==> src/rtl/systolic_ctrl_if.sv <==
// Controller-side bundle: job control, weight/activation streams, PE-grid edges and results.
// slave = sequencer, master = front end plus array (as seen from a bench or wrapper).
interface systolic_ctrl_if #(
    parameter int N      = 4,
    parameter int MUL_BW = 16,
    parameter int ADD_BW = 32,
    parameter int CNT_W  = 16
);
    logic                  start;
    logic                  reuse_w;
    logic [CNT_W-1:0]      num_vec;
    logic                  busy;
    logic                  done;
    logic                  w_valid;
    logic                  w_ready;
    logic [N*MUL_BW-1:0]   w_data;
    logic                  a_valid;
    logic                  a_ready;
    logic [N*MUL_BW-1:0]   a_data;
    logic                  arr_mode;
    logic [N*ADD_BW-1:0]   arr_top;
    logic [N*MUL_BW-1:0]   arr_left;
    logic [N*ADD_BW-1:0]   arr_bot;
    logic                  res_valid;
    logic [N*ADD_BW-1:0]   res_data;

    modport slave (
        input  start, reuse_w, num_vec, w_valid, w_data, a_valid, a_data, arr_bot,
        output busy, done, w_ready, a_ready, arr_mode, arr_top, arr_left, res_valid, res_data
    );

    modport master (
        output start, reuse_w, num_vec, w_valid, w_data, a_valid, a_data, arr_bot,
        input  busy, done, w_ready, a_ready, arr_mode, arr_top, arr_left, res_valid, res_data
    );
endinterface

==> src/rtl/systolic_ctrl.sv <==
// Weight-stationary systolic array sequencer: weight load/shift, skewed activation feed, result de-skew.
// Result latency N*(2+ACC_LAT) after accept; w/a ready only in their phases, results carry no backpressure.
module systolic_ctrl #(
    parameter int N       = 4,
    parameter int MUL_BW  = 16,
    parameter int ADD_BW  = 32,
    parameter int ACC_LAT = 0,
    parameter int CNT_W   = 16
) (
    input  logic           clk,
    input  logic           rst,
    systolic_ctrl_if.slave bus
);
    localparam int H  = 1 + ACC_LAT;
    localparam int L  = N * (H + 1);
    localparam int RW = (N > 1) ? $clog2(N) : 1;
    localparam logic [RW-1:0] ROW_LAST = RW'(N - 1);

    typedef enum logic [2:0] {IDLE, WFILL, WSHIFT, STREAM, DRAIN, FIN} state_t;

    state_t              state, state_nxt;
    logic [CNT_W-1:0]    vec_cfg, vec_cnt;
    logic [RW-1:0]       row_cnt;
    logic [N*MUL_BW-1:0] wbuf [N];
    logic [N*MUL_BW-1:0] wrow;
    logic [L-1:0]        vpipe;
    logic                w_rdy, a_rdy, busy_c, done_c;
    logic                w_acc, a_acc, row_last, vec_last;
    logic                mode_q;
    logic [N*ADD_BW-1:0] top_q, top_nxt, res_q;
    logic [MUL_BW-1:0]   left_row [N];
    logic [ADD_BW-1:0]   col_out [N];

    assign w_acc    = bus.w_valid & w_rdy;
    assign a_acc    = bus.a_valid & a_rdy;
    assign row_last = (row_cnt == ROW_LAST);
    assign vec_last = (vec_cnt == vec_cfg - 1'b1);

    always_comb begin
        state_nxt = state;
        w_rdy     = 1'b0;
        a_rdy     = 1'b0;
        done_c    = 1'b0;
        busy_c    = (state != IDLE);
        case (state)
            IDLE: if (bus.start) begin
                if (!bus.reuse_w)             state_nxt = WFILL;
                else if (bus.num_vec != '0)   state_nxt = STREAM;
                else                          state_nxt = FIN;
            end
            WFILL: begin
                w_rdy = 1'b1;
                if (bus.w_valid && row_last) state_nxt = WSHIFT;
            end
            WSHIFT: if (row_last) state_nxt = (vec_cfg != '0) ? STREAM : FIN;
            STREAM: begin
                a_rdy = 1'b1;
                if (bus.a_valid && vec_last) state_nxt = DRAIN;
            end
            // Leave once only the vector at the output stage remains, so done lands right after it.
            DRAIN: if (vpipe[L-2:0] == '0) state_nxt = FIN;
            FIN: begin
                done_c    = 1'b1;
                state_nxt = IDLE;
            end
            default: state_nxt = IDLE;
        endcase
    end

    always_ff @(posedge clk) begin
        if (rst) begin
            state   <= IDLE;
            vec_cfg <= '0;
            vec_cnt <= '0;
            row_cnt <= '0;
            vpipe   <= '0;
            for (int i = 0; i < N; i++) wbuf[i] <= '0;
        end else begin
            state <= state_nxt;
            if (state == IDLE && bus.start) begin
                vec_cfg <= bus.num_vec;
                vec_cnt <= '0;
            end
            if (w_acc) wbuf[row_cnt] <= bus.w_data;
            if (w_acc || state == WSHIFT) row_cnt <= row_last ? '0 : row_cnt + 1'b1;
            if (a_acc) vec_cnt <= vec_cnt + 1'b1;
            vpipe <= {vpipe[L-2:0], a_acc};
        end
    end

    // Bottom row enters first: cycle k of the shift pushes buffer row N-1-k.
    always_comb begin
        top_nxt = '0;
        wrow    = wbuf[ROW_LAST - row_cnt];
        if (state == WSHIFT)
            for (int j = 0; j < N; j++)
                top_nxt[j*ADD_BW +: ADD_BW] = {{(ADD_BW-MUL_BW){1'b0}}, wrow[j*MUL_BW +: MUL_BW]};
    end

    // Mode holds across IDLE/WFILL so loaded weights stay put for reuse.
    always_ff @(posedge clk) begin
        if (rst) begin
            mode_q <= 1'b0;
            top_q  <= '0;
        end else begin
            if (state == WSHIFT)                          mode_q <= 1'b0;
            else if (state inside {STREAM, DRAIN, FIN})   mode_q <= 1'b1;
            top_q <= top_nxt;
        end
    end

    for (genvar r = 0; r < N; r++) begin : g_skew
        localparam int D = r * H + 1;
        logic [MUL_BW-1:0] sk [D];
        always_ff @(posedge clk) begin
            if (rst) begin
                for (int k = 0; k < D; k++) sk[k] <= '0;
            end else begin
                sk[0] <= a_acc ? bus.a_data[r*MUL_BW +: MUL_BW] : '0;
                for (int k = 1; k < D; k++) sk[k] <= sk[k-1];
            end
        end
        assign left_row[r] = sk[D-1];
    end

    for (genvar j = 0; j < N; j++) begin : g_dsk
        localparam int D = N - 1 - j;
        if (D == 0) begin : g_thru
            assign col_out[j] = bus.arr_bot[j*ADD_BW +: ADD_BW];
        end else begin : g_dl
            logic [ADD_BW-1:0] dl [D];
            always_ff @(posedge clk) begin
                if (rst) begin
                    for (int k = 0; k < D; k++) dl[k] <= '0;
                end else begin
                    dl[0] <= bus.arr_bot[j*ADD_BW +: ADD_BW];
                    for (int k = 1; k < D; k++) dl[k] <= dl[k-1];
                end
            end
            assign col_out[j] = dl[D-1];
        end
    end

    always_ff @(posedge clk) begin
        if (rst) begin
            res_q <= '0;
        end else if (vpipe[L-2]) begin
            for (int j = 0; j < N; j++) res_q[j*ADD_BW +: ADD_BW] <= col_out[j];
        end
    end

    always_comb begin
        bus.arr_left = '0;
        for (int r = 0; r < N; r++) bus.arr_left[r*MUL_BW +: MUL_BW] = left_row[r];
    end

    assign bus.busy      = busy_c;
    assign bus.done      = done_c;
    assign bus.w_ready   = w_rdy;
    assign bus.a_ready   = a_rdy;
    assign bus.arr_mode  = mode_q;
    assign bus.arr_top   = top_q;
    assign bus.res_valid = vpipe[L-1];
    assign bus.res_data  = res_q;
endmodule
==> src/flat_wrapper.sv <==
// flat-port wrapper written by rule: the top's interface ports become plain ports
module systolic_ctrl_flat 
#(
    parameter int N       = 4,
    parameter int MUL_BW  = 16,
    parameter int ADD_BW  = 32,
    parameter int ACC_LAT = 0,
    parameter int CNT_W   = 16
)
  (clk, rst, bus_start, bus_reuse_w, bus_num_vec, bus_w_valid, bus_w_data, bus_a_valid, bus_a_data, bus_arr_bot, bus_busy, bus_done, bus_w_ready, bus_a_ready, bus_arr_mode, bus_arr_top, bus_arr_left, bus_res_valid, bus_res_data);
  systolic_ctrl_if #(.N(N), .MUL_BW(MUL_BW), .ADD_BW(ADD_BW), .CNT_W(CNT_W)) bus_i ();
  input  logic clk;
  input  logic rst;
  input wire logic [$bits(bus_i.start)-1:0] bus_start;
  input wire logic [$bits(bus_i.reuse_w)-1:0] bus_reuse_w;
  input wire logic [$bits(bus_i.num_vec)-1:0] bus_num_vec;
  input wire logic [$bits(bus_i.w_valid)-1:0] bus_w_valid;
  input wire logic [$bits(bus_i.w_data)-1:0] bus_w_data;
  input wire logic [$bits(bus_i.a_valid)-1:0] bus_a_valid;
  input wire logic [$bits(bus_i.a_data)-1:0] bus_a_data;
  input wire logic [$bits(bus_i.arr_bot)-1:0] bus_arr_bot;
  output wire logic [$bits(bus_i.busy)-1:0] bus_busy;
  output wire logic [$bits(bus_i.done)-1:0] bus_done;
  output wire logic [$bits(bus_i.w_ready)-1:0] bus_w_ready;
  output wire logic [$bits(bus_i.a_ready)-1:0] bus_a_ready;
  output wire logic [$bits(bus_i.arr_mode)-1:0] bus_arr_mode;
  output wire logic [$bits(bus_i.arr_top)-1:0] bus_arr_top;
  output wire logic [$bits(bus_i.arr_left)-1:0] bus_arr_left;
  output wire logic [$bits(bus_i.res_valid)-1:0] bus_res_valid;
  output wire logic [$bits(bus_i.res_data)-1:0] bus_res_data;
  assign bus_i.start = bus_start;
  assign bus_i.reuse_w = bus_reuse_w;
  assign bus_i.num_vec = bus_num_vec;
  assign bus_i.w_valid = bus_w_valid;
  assign bus_i.w_data = bus_w_data;
  assign bus_i.a_valid = bus_a_valid;
  assign bus_i.a_data = bus_a_data;
  assign bus_i.arr_bot = bus_arr_bot;
  assign bus_busy = bus_i.busy;
  assign bus_done = bus_i.done;
  assign bus_w_ready = bus_i.w_ready;
  assign bus_a_ready = bus_i.a_ready;
  assign bus_arr_mode = bus_i.arr_mode;
  assign bus_arr_top = bus_i.arr_top;
  assign bus_arr_left = bus_i.arr_left;
  assign bus_res_valid = bus_i.res_valid;
  assign bus_res_data = bus_i.res_data;
  systolic_ctrl #(.N(N), .MUL_BW(MUL_BW), .ADD_BW(ADD_BW), .ACC_LAT(ACC_LAT), .CNT_W(CNT_W)) u_core (.clk(clk), .rst(rst), .bus(bus_i));
endmodule
==> config.mk <==
export PLATFORM = sky130hd
export DESIGN_NAME = systolic_ctrl_flat
export DESIGN_NICKNAME = d
export VERILOG_FILES = /design/src/rtl/systolic_ctrl_if.sv /design/src/rtl/systolic_ctrl.sv /design/src/flat_wrapper.sv
export SDC_FILE = /design/constraint.sdc
export NUM_CORES = 1
export LEC_CHECK = 0
export BUFFER_PORTS_ARGS = -buffer_cell sky130_fd_sc_hd__buf_2
export CAP_MARGIN = 40
export CORE_MARGIN = 1
export CORE_UTILIZATION = 55
export DETAILED_ROUTE_END_ITERATION = 12
export PLACE_DENSITY = 0.77
export SETUP_SLACK_MARGIN = 0.3
export SYNTH_ARGS = -nofsm -noshare
export SYNTH_HDL_FRONTEND = slang
export SYNTH_SLANG_ARGS = --single-unit
export TNS_END_PERCENT = 30
==> constraint.sdc <==
create_clock -name clk -period 3.2 [get_ports clk]
set_clock_uncertainty 0.15 [all_clocks]
set_input_delay 0.64 -clock clk [delete_from_list [all_inputs] [get_ports clk]]
set_output_delay 0.64 -clock clk [all_outputs]
set_load 0.1 [all_outputs]
==> results of run 1 <==
==> cell type report <==
type                       instances  area, µm²
sequential                       846      19510
multi-input combinational       1329       9399
clock buffer                     121       2462
timing repair buffer             568       3073
clock inverter                    34      447.9
antenna                           12      30.03
inverter                          10      37.54
fill                            3932      17980
tap                              696      870.8
==> worst paths after layout <==
kind	start	cells past startpoint	end	slack (ps)
min	bus_a_data[8]	2	u_core.g_skew[0].sk[0][8]	70
max	u_core.vec_cfg[8]	7	u_core.state[2]	440
max reg2reg	u_core.vec_cfg[8]	7	u_core.state[2]	440
min reg2reg	u_core.g_dsk[1].g_dl.dl[0][0]	1	u_core.g_dsk[1].g_dl.dl[1][0]	280
==> cells by family (layout without fill, tap and decap cells) <==
group	after synthesis	in the layout
compound gates	70	70
xor+xnor	17	17
fa+ha+maj	4	4
buf+inv	261	733
flops	846	846
mux	200	200
other cells	1	76
simple gates	974	974
==> power breakdown <==
| part | total (µW) | internal (µW) | leakage [µW] | switching, µW |
|---|---|---|---|---|
| combinational | 3780 | 1290 | 0.00597 | 2500 |
| clock | 10100 | 6110 | 0.00143 | 4040 |
| sequential | 11800 | 11600 | 0.00745 | 245 |
| total | 25700 | 19000 | 0.0148 | 6780 |
==> repair_timing <==
item	CTS	global route
hold endpoints to repair	0	0
resized for setup	1	4
setup endpoints to repair	3	3
==> layout by cell type (no fill, tap or decap), types with 6 or more instances in the layout <==
cell       instances
nor2_1           160
buf_4             18
a21oi_1           31
buf_2            538
clkinv_2          13
nor2b_1          361
inv_1              9
edfxtp_1         256
clkbuf_8          20
nand2_1           48
nand4_1            6
conb_1            64
xor2_1             9
xnor2_1            8
buf_12             8
nor3_1            10
bufinv_16          9
mux2i_1          132
nand2b_1           6
clkbuf_16         85
dfxtp_1          585
mux4_2            64
nor4_1             9
o21ai_0            6
clkbuf_1          16
and2_1           325
nand3_1           13
diode_2           12
==> metrics by stage <==
stage | setup WS (ps) | instance area (µm²)
4_1_cts | 302.0 | 35790
5_1_grt | 305.1 | 35820
3_5_place_dp | 241.9 | 32870
3_3_place_gp | 262.5 | 32800
2_1_floorplan | 227.5 | 30250
6_report | 438.0 | 35830
==> registers in the layout, indices dropped and copies added (netlist names) <==
name / flops
u_core.wbuf: 256
u_core.g_dsk.g_dl.dl: 192
u_core.g_skew.sk: 160
u_core.bus.res_data: 128
u_core.bus.arr_top: 64
u_core.vec_cfg: 16
u_core.vec_cnt: 16
u_core.vpipe: 8
u_core.state: 3
u_core.row_cnt: 2
u_core.bus.arr_mode: 1
==> critical path: stages (launching register included) <==
cell,delay (ps)
dfxtp_1,380
or4_4,580
or3_4,360
or4_4,430
a221oi_2,290
and4bb_4,290
o21ai_1,60
a21oi_1,140
==> layer usage <==
layer	GRT usage, %	vias up
li1	-	8670
met4	8.536	16
met5	0	-
met3	5.969	126
met2	38.26	571
met1	29.49	8583
==> flow_metrics.tcl, run 1 <==
set metrics [dict create \
    antenna_found_initial 23 \
    die_w_um 235.5 \
    routed-via-count 17970 \
    grt.total_usage_pct 23.19 \
    yosysTopAreaCellShare_pct 39.40 \
    synthesis.area_um2 29980 \
    post-route-period-util_pct 86.31 \
    drtIter0Drc 921 \
    dieHeight_um 235.5 \
    synth-seq-cells 846 \
    yosysSeqAreaShare_pct 65.05 \
    wl_met1_um 27270 \
    grt_overflow 0 \
    muxShareOfSynthArea_pct 9.366 \
    ir_worst_vdd_v 0.0005349 \
    grt_pass1_wl_um 100000 \
    total_power_uw 25740 \
    synth_common_cells "dfxtp_1 (590), nor2b_1 (362), and2_1 (326), edfxtp_1 (256), nor2_1 (161)" \
    p_leak_uw 0.01485 \
    pwr_density_cell_nw_per_um2 718.3 \
    max_cap_violations 0 \
    totalWireLength_um 65500 \
    cp.required_ps 3590 \
    yosysWarnings 0 \
    grt_max_degree 134 \
    synth_compound_area_share_pct 1.569 \
    syn_area_per_cell_um2 12.63 \
    wl_met3_um 4604 \
    wl_met2_um 31590 \
    finalHoldViolCount 0 \
    final_cells 3616 \
    drc_errors 0 \
    synthTopCellsByArea "dfxtp_1 (39%), edfxtp_1 (26%), nor2b_1 (7.6%), and2_1 (6.8%), mux4_2 (4.8%)" \
    syn_to_final_growth_pct 19.54 \
    placedCellCount 3449 \
    rows 85 \
    postCtsSetupRepairBufs 0 \
    utilization_pct 66.59 \
    cts.sinks 846 \
    slew_headroom_pct 31.33 \
    synthCells 2373 \
    ys.flop_type "dfxtp_1" \
    wl_per_cell_um 18.12 \
    worstPathArrival_ps 3150 \
    dieArea_um2 55440 \
    crit_path_max_fanout 8 \
    nNetsFinal 3120 \
    yosysTopAreaCell "dfxtp_1" \
    start_util_pct 55.70 \
    critical_path_class "flip-flop to flip-flop" \
    ant_nets 0 \
    start_kind "flip-flop" \
    top_layer_used "met5" \
    drv_slew 0 \
    async_flop_share_pct 0 \
    synth-simple-area-share_pct 18.63 \
    hpwlAfterDp_um 42770 \
    core_um2 53810 \
    cts_htree_levels 3 \
    tightest_slew_ps 1030 \
    fin_tns_setup_ps 0 \
    path_clk_slew_ps 60 \
    yosys.area_share.adder_pct 0.1670 \
    dr.pass1.iters 5 \
    clk_latency_ps 620 \
    cts_tree "built" \
    setup_viol 0 \
    yosys.cell_types.count 58 \
    ios 604 \
    layout-drive-gt1-share_pct 27.68 \
    ctsHoldBuffers 0 \
    cts_root_buffer "clkbuf_16" \
    post-route-min-period_ps 2762 \
    synth_edf_count 256 \
    first_global_vias 18040 \
    io_buffers 539 \
    status "finished, final reports clean" \
    fmax_mhz 362.1 \
    synth_top_family_by_area "simple AND/OR/NAND/NOR gates" \
    crit_path_end_kind "flip-flop" \
    grt_setup_unrepaired "false" \
    via_per_inst 4.968 \
    synth_xor_area_share_pct 0.4967 \
    cts_max_path_buffers 3 \
    cts_buffers 83 \
    min_path_type "input port to flip-flop" \
    hold_ws_ps 68.11 \
    synth_most_common_cell "dfxtp_1" \
    gp_congestion 0.8501 \
]
Note: power is estimated with default switching activity, not from simulation.
==> run 2, diff against run 1 <==
--- a/config.mk
+++ b/config.mk
@@ -7,9 +7,9 @@
 export LEC_CHECK = 0
 export BUFFER_PORTS_ARGS = -buffer_cell sky130_fd_sc_hd__buf_2
 export CAP_MARGIN = 40
-export CORE_MARGIN = 1
-export CORE_UTILIZATION = 55
+export CORE_AREA = 2 2 236 238
 export DETAILED_ROUTE_END_ITERATION = 12
+export DIE_AREA = 0 0 238 240
 export PLACE_DENSITY = 0.77
 export SETUP_SLACK_MARGIN = 0.3
 export SYNTH_ARGS = -nofsm -noshare
==> constraint.sdc (replaced) <==
create_clock -name clk -period 3.5 [get_ports clk]
set_clock_uncertainty 0.15 [all_clocks]
set_input_delay 0.7 -clock clk [delete_from_list [all_inputs] [get_ports clk]]
set_output_delay 0.7 -clock clk [all_outputs]
set_load 0.02 [all_outputs]
==> flow_metrics.tcl, run 2 (same netlist as run 1, synthesis figures left out) <==
set metrics [dict create \
    core_um2 54660 \
    fin_area_um2 35670 \
    start_util_pct 54.84 \
    cts.sinks 846 \
    ctsHoldBuffers 0 \
    grt.total_usage_pct 22.15 \
    top_register "u_core.wbuf" \
    clk_latency_ps 630 \
    wl_met1_um 26340 \
    cts_buffers 84 \
    rr_startpoint "u_core.state[0]" \
    wl_met2_um 33280 \
    cts_root_buffer "clkbuf_16" \
    worstHoldStart "bus_a_data[8]" \
    p_leak_uw 0.01478 \
    wl_met3_um 4703 \
    pwr_density_cell_nw_per_um2 633.4 \
    pre_cts_ws_ps 574.8 \
    grt_max_degree 219 \
    largestRegisters "u_core.wbuf x256, u_core.g_dsk.g_dl.dl x192, u_core.g_skew.sk x160" \
    die_w_um 238 \
    placed_cell_area_um2 32720 \
    final_common_cell "dfxtp_1" \
    post-route-min-period_ps 2937 \
    start_kind "flip-flop" \
    cts_max_path_buffers 3 \
    first_global_vias 17990 \
    crit_path_max_fanout 39 \
    placedCellCount 3448 \
    dieHeight_um 240 \
    postCtsSetupRepairBufs 0 \
    worstPathArrival_ps 3090 \
    ios 604 \
    max_cap_violations 0 \
    worst_slack_ps 562.9 \
    final_cells 3615 \
    multi_input_area_um2 9348 \
    finalHoldViolCount 0 \
    syn_to_final_growth_pct 19.00 \
    hpwlAfterDp_um 42760 \
    post-route-period-util_pct 83.92 \
    cp.required_ps 3650 \
    crit_path_end_kind "flip-flop" \
    rows 86 \
    layout-drive-gt1-share_pct 27.10 \
    grt_setup_unrepaired "false" \
    fin_tns_setup_ps 0 \
    drv_slew 0 \
    gp_congestion 0.8403 \
    tightest_slew_ps 1058 \
    dr.pass1.iters 5 \
    top_layer_used "met5" \
    min_path_type "input port to flip-flop" \
    io_buffers 539 \
    ir_worst_vdd_v 0.0004405 \
    ant_nets 0 \
    grt_overflow 0 \
    crit_start "u_core.state[0]" \
    drc_errors 0 \
    setup_viol 0 \
    mostFrequentLayoutCells "dfxtp_1 (587), buf_2 (538), nor2b_1 (361)" \
    slew_headroom_pct 29.46 \
    fmax_mhz 340.5 \
    grt_pass1_wl_um 98120 \
    dieArea_um2 57120 \
    cts_resized 0 \
    wl_per_cell_um 18.27 \
    drtIter0Drc 1075 \
    path_clk_slew_ps 60 \
    totalWireLength_um 66040 \
    status "finished, final reports clean" \
    routed-via-count 18030 \
    fillers 3988 \
    utilization_pct 65.26 \
    cts_tree "built" \
    cts_htree_levels 3 \
    largest_reg_flops 256 \
    via_per_inst 4.986 \
    antenna_found_initial 14 \
    ff_latch_area_um2 19510 \
    nNetsFinal 3112 \
    critical_path_class "flip-flop to flip-flop" \
]
[run 2: final cells by class]
type	instances	area share, %
Timing Repair Buffer	559	8.257
Sequential cell	846	54.69
Tap cell	704	2.469
Multi-Input combinational cell	1329	26.21
Clock inverter	38	1.280
Clock buffer	118	6.917
Inverter	10	0.1052
Antenna cell	11	0.07717
[run 2: final timing paths]
path / end / slack [ps] / depth (start not counted)
worst max register to register: u_core.wbuf[0][58] / 560 / 7
worst min register to register: u_core.g_skew[2].sk[0][18] / 280 / 1
worst min-delay path: u_core.g_skew[0].sk[0][8] / 130 / 2
worst max-delay path: u_core.wbuf[0][58] / 560 / 7
[run 2: critical path, cell delays in order, from the launching register on]
cell,delay (ps)
dfxtp_1,430
inv_1,80
nor3_1,250
and2_1,370
nand2b_1,150
nor3_2,140
or2_2,660
buf_12,340
[run 2: metrics by stage]
step                      power (µW)  hold WS (ps)
after floorplan                12820         263.8
after global placement         13470         266.8
after detailed placement       13550         270.4
after CTS                      22770         84.74
after global routing           23390         107.9
final                          22590         129.3
[run 2: power by group]
part / switching (µW) / internal [µW]
Combinational: 1340 / 1120
Clock: 3760 / 5500
Sequential: 303 / 10600
Total: 5410 / 17200
[run 2: layer usage]
| layer | up-vias | GRT usage (%) |
|---|---|---|
| met5 | - | 0 |
| met4 | 8 | 8.466 |
| met3 | 115 | 5.419 |
| met2 | 618 | 38.36 |
| met1 | 8644 | 26.79 |
| li1 | 8641 | - |
==> run 3, diff against run 2 <==
--- a/config.mk
+++ b/config.mk
@@ -7,9 +7,9 @@
 export LEC_CHECK = 0
 export BUFFER_PORTS_ARGS = -buffer_cell sky130_fd_sc_hd__buf_2
 export CAP_MARGIN = 40
-export CORE_AREA = 2 2 236 238
+export CORE_MARGIN = 1
+export CORE_UTILIZATION = 55
 export DETAILED_ROUTE_END_ITERATION = 12
-export DIE_AREA = 0 0 238 240
 export PLACE_DENSITY = 0.77
 export SETUP_SLACK_MARGIN = 0.3
 export SYNTH_ARGS = -nofsm -noshare
==> constraint.sdc (replaced) <==
create_clock -name clk -period 3.1 [get_ports clk]
set_clock_uncertainty 0.15 [all_clocks]
set_input_delay 0.62 -clock clk [delete_from_list [all_inputs] [get_ports clk]]
set_output_delay 0.62 -clock clk [all_outputs]
set_load 0.02 [all_outputs]
==> flow_metrics.tcl, run 3 (same netlist as run 1, synthesis figures left out) <==
set metrics [dict create \
    totalWireLength_um 65450 \
    cts_htree_levels 3 \
    critical_path_class "flip-flop to flip-flop" \
    pwr_density_cell_nw_per_um2 707.9 \
    cts_resized 0 \
    largestRegisters "u_core.wbuf x256, u_core.g_dsk.g_dl.dl x192, u_core.g_skew.sk x160" \
    grt_max_degree 231 \
    io_buffers 539 \
    crit_start "u_core.vec_cfg[8]" \
    cts_buffers 84 \
    ir_worst_vdd_v 0.0006439 \
    ant_nets 0 \
    fmax_mhz 369.9 \
    ff_latch_area_um2 19510 \
    fillers 3902 \
    cts_tree "built" \
    post-route-period-util_pct 87.20 \
    setup_viol 0 \
    rows 85 \
    via_per_inst 5.019 \
    min_path_type "input port to flip-flop" \
    wl_per_cell_um 18.10 \
    post-route-min-period_ps 2703 \
    ctsHoldBuffers 0 \
    worstHoldStart "bus_a_data[2]" \
    die_w_um 235.5 \
    finalHoldViolCount 0 \
    placedCellCount 3448 \
    cts_root_buffer "clkbuf_16" \
    final_cells 3616 \
    core_um2 53810 \
    ios 604 \
    mostFrequentLayoutCells "dfxtp_1 (585), buf_2 (538), nor2b_1 (361)" \
    syn_to_final_growth_pct 19.19 \
    nNetsFinal 3120 \
    layout-drive-gt1-share_pct 27.57 \
    slew_headroom_pct 18.41 \
    drtIter0Drc 924 \
    hpwlAfterDp_um 42390 \
    grt_setup_unrepaired "false" \
    gp_congestion 0.8868 \
    drc_errors 0 \
    tightest_slew_ps 1224 \
    crit_path_max_fanout 8 \
    final_common_cell "dfxtp_1" \
    postCtsSetupRepairBufs 0 \
    grt_pass1_wl_um 99810 \
    rr_startpoint "u_core.vec_cfg[8]" \
    worstPathArrival_ps 3060 \
    clk_latency_ps 620 \
    top_register "u_core.wbuf" \
    grt_overflow 0 \
    r2r_slack_ps 400 \
    multi_input_area_um2 9379 \
    crit_path_end_kind "flip-flop" \
    cp.required_ps 3450 \
    p_leak_uw 0.01480 \
    start_kind "flip-flop" \
    path_clk_slew_ps 60 \
    largest_reg_flops 256 \
    dr.pass1.iters 5 \
    grt.total_usage_pct 23.15 \
    first_global_vias 18320 \
    start_util_pct 55.70 \
    dieArea_um2 55440 \
    cts.sinks 846 \
    fin_tns_setup_ps 0 \
    routed-via-count 18150 \
    dieHeight_um 235.5 \
    cts_max_path_buffers 3 \
    drv_slew 0 \
    antenna_found_initial 21 \
    status "finished, final reports clean" \
    max_cap_violations 0 \
]
run 3: cell type report:
| cell class | instances | share of cell area, % |
|---|---|---|
| sequential | 846 | 54.61 |
| multi-input combinational | 1329 | 26.25 |
| timing repair buffer | 567 | 8.587 |
| clock buffer | 120 | 6.951 |
| tap | 696 | 2.437 |
| clock inverter | 33 | 0.9490 |
| inverter | 10 | 0.1051 |
| antenna | 15 | 0.1051 |
run 3: metal layers:
metal  vias to the layer above  GRT usage [%]  part of all wire (%)
met5                         -              0                  0.12
li1                       8672              -                     -
met2                       579          39.80                    50
met3                       145          5.617                   6.0
met4                        12          11.13                   4.1
met1                      8740          27.21                    40
run 3: through the flow:
| step | power (µW) | hold slack (ps) | area [µm²] | setup slack [ps] | util, % |
|---|---|---|---|---|---|
| 2_1_floorplan | 14480 | 263.8 | 30220 | 191.8 | - |
| 3_3_place_gp | 15290 | 266.1 | 32840 | 361.4 | 61.03 |
| 3_5_place_dp | 15360 | 271.2 | 32840 | 356.3 | 61.03 |
| 4_1_cts | 25450 | 11.79 | 35670 | 347.0 | 66.28 |
| 5_1_grt | 26220 | 14.29 | 35720 | 313.7 | 66.38 |
| 6_report | 25290 | 43.16 | 35730 | 396.8 | 66.39 |
run 3: path summary, 6_finish.rpt:
| check | to | depth (start not counted) |
|---|---|---|
| worst max-delay path | u_core.state[0] | 7 |
| worst min-delay path | u_core.g_skew[0].sk[0][2] | 2 |
| worst max register to register | u_core.state[0] | 7 |
| worst min register to register | u_core.g_dsk[1].g_dl.dl[1][26] | 1 |
run 3: where the power goes:
part	total, µW	switching (µW)	internal [µW]	leakage (µW)
clock network	10100	4200	5950	0.00139
logic	2960	1620	1330	0.00597
registers	12200	252	11900	0.00745
total	25300	6070	19200	0.0148
run 3: critical path, stage by stage (launching register included):
cell and delay, ps:
dfxtp_2 360, or4_4 550, or3_4 360, or4_4 420, a221oi_2 280, and4bb_4 300, o21ai_0 90, o41ai_1 90
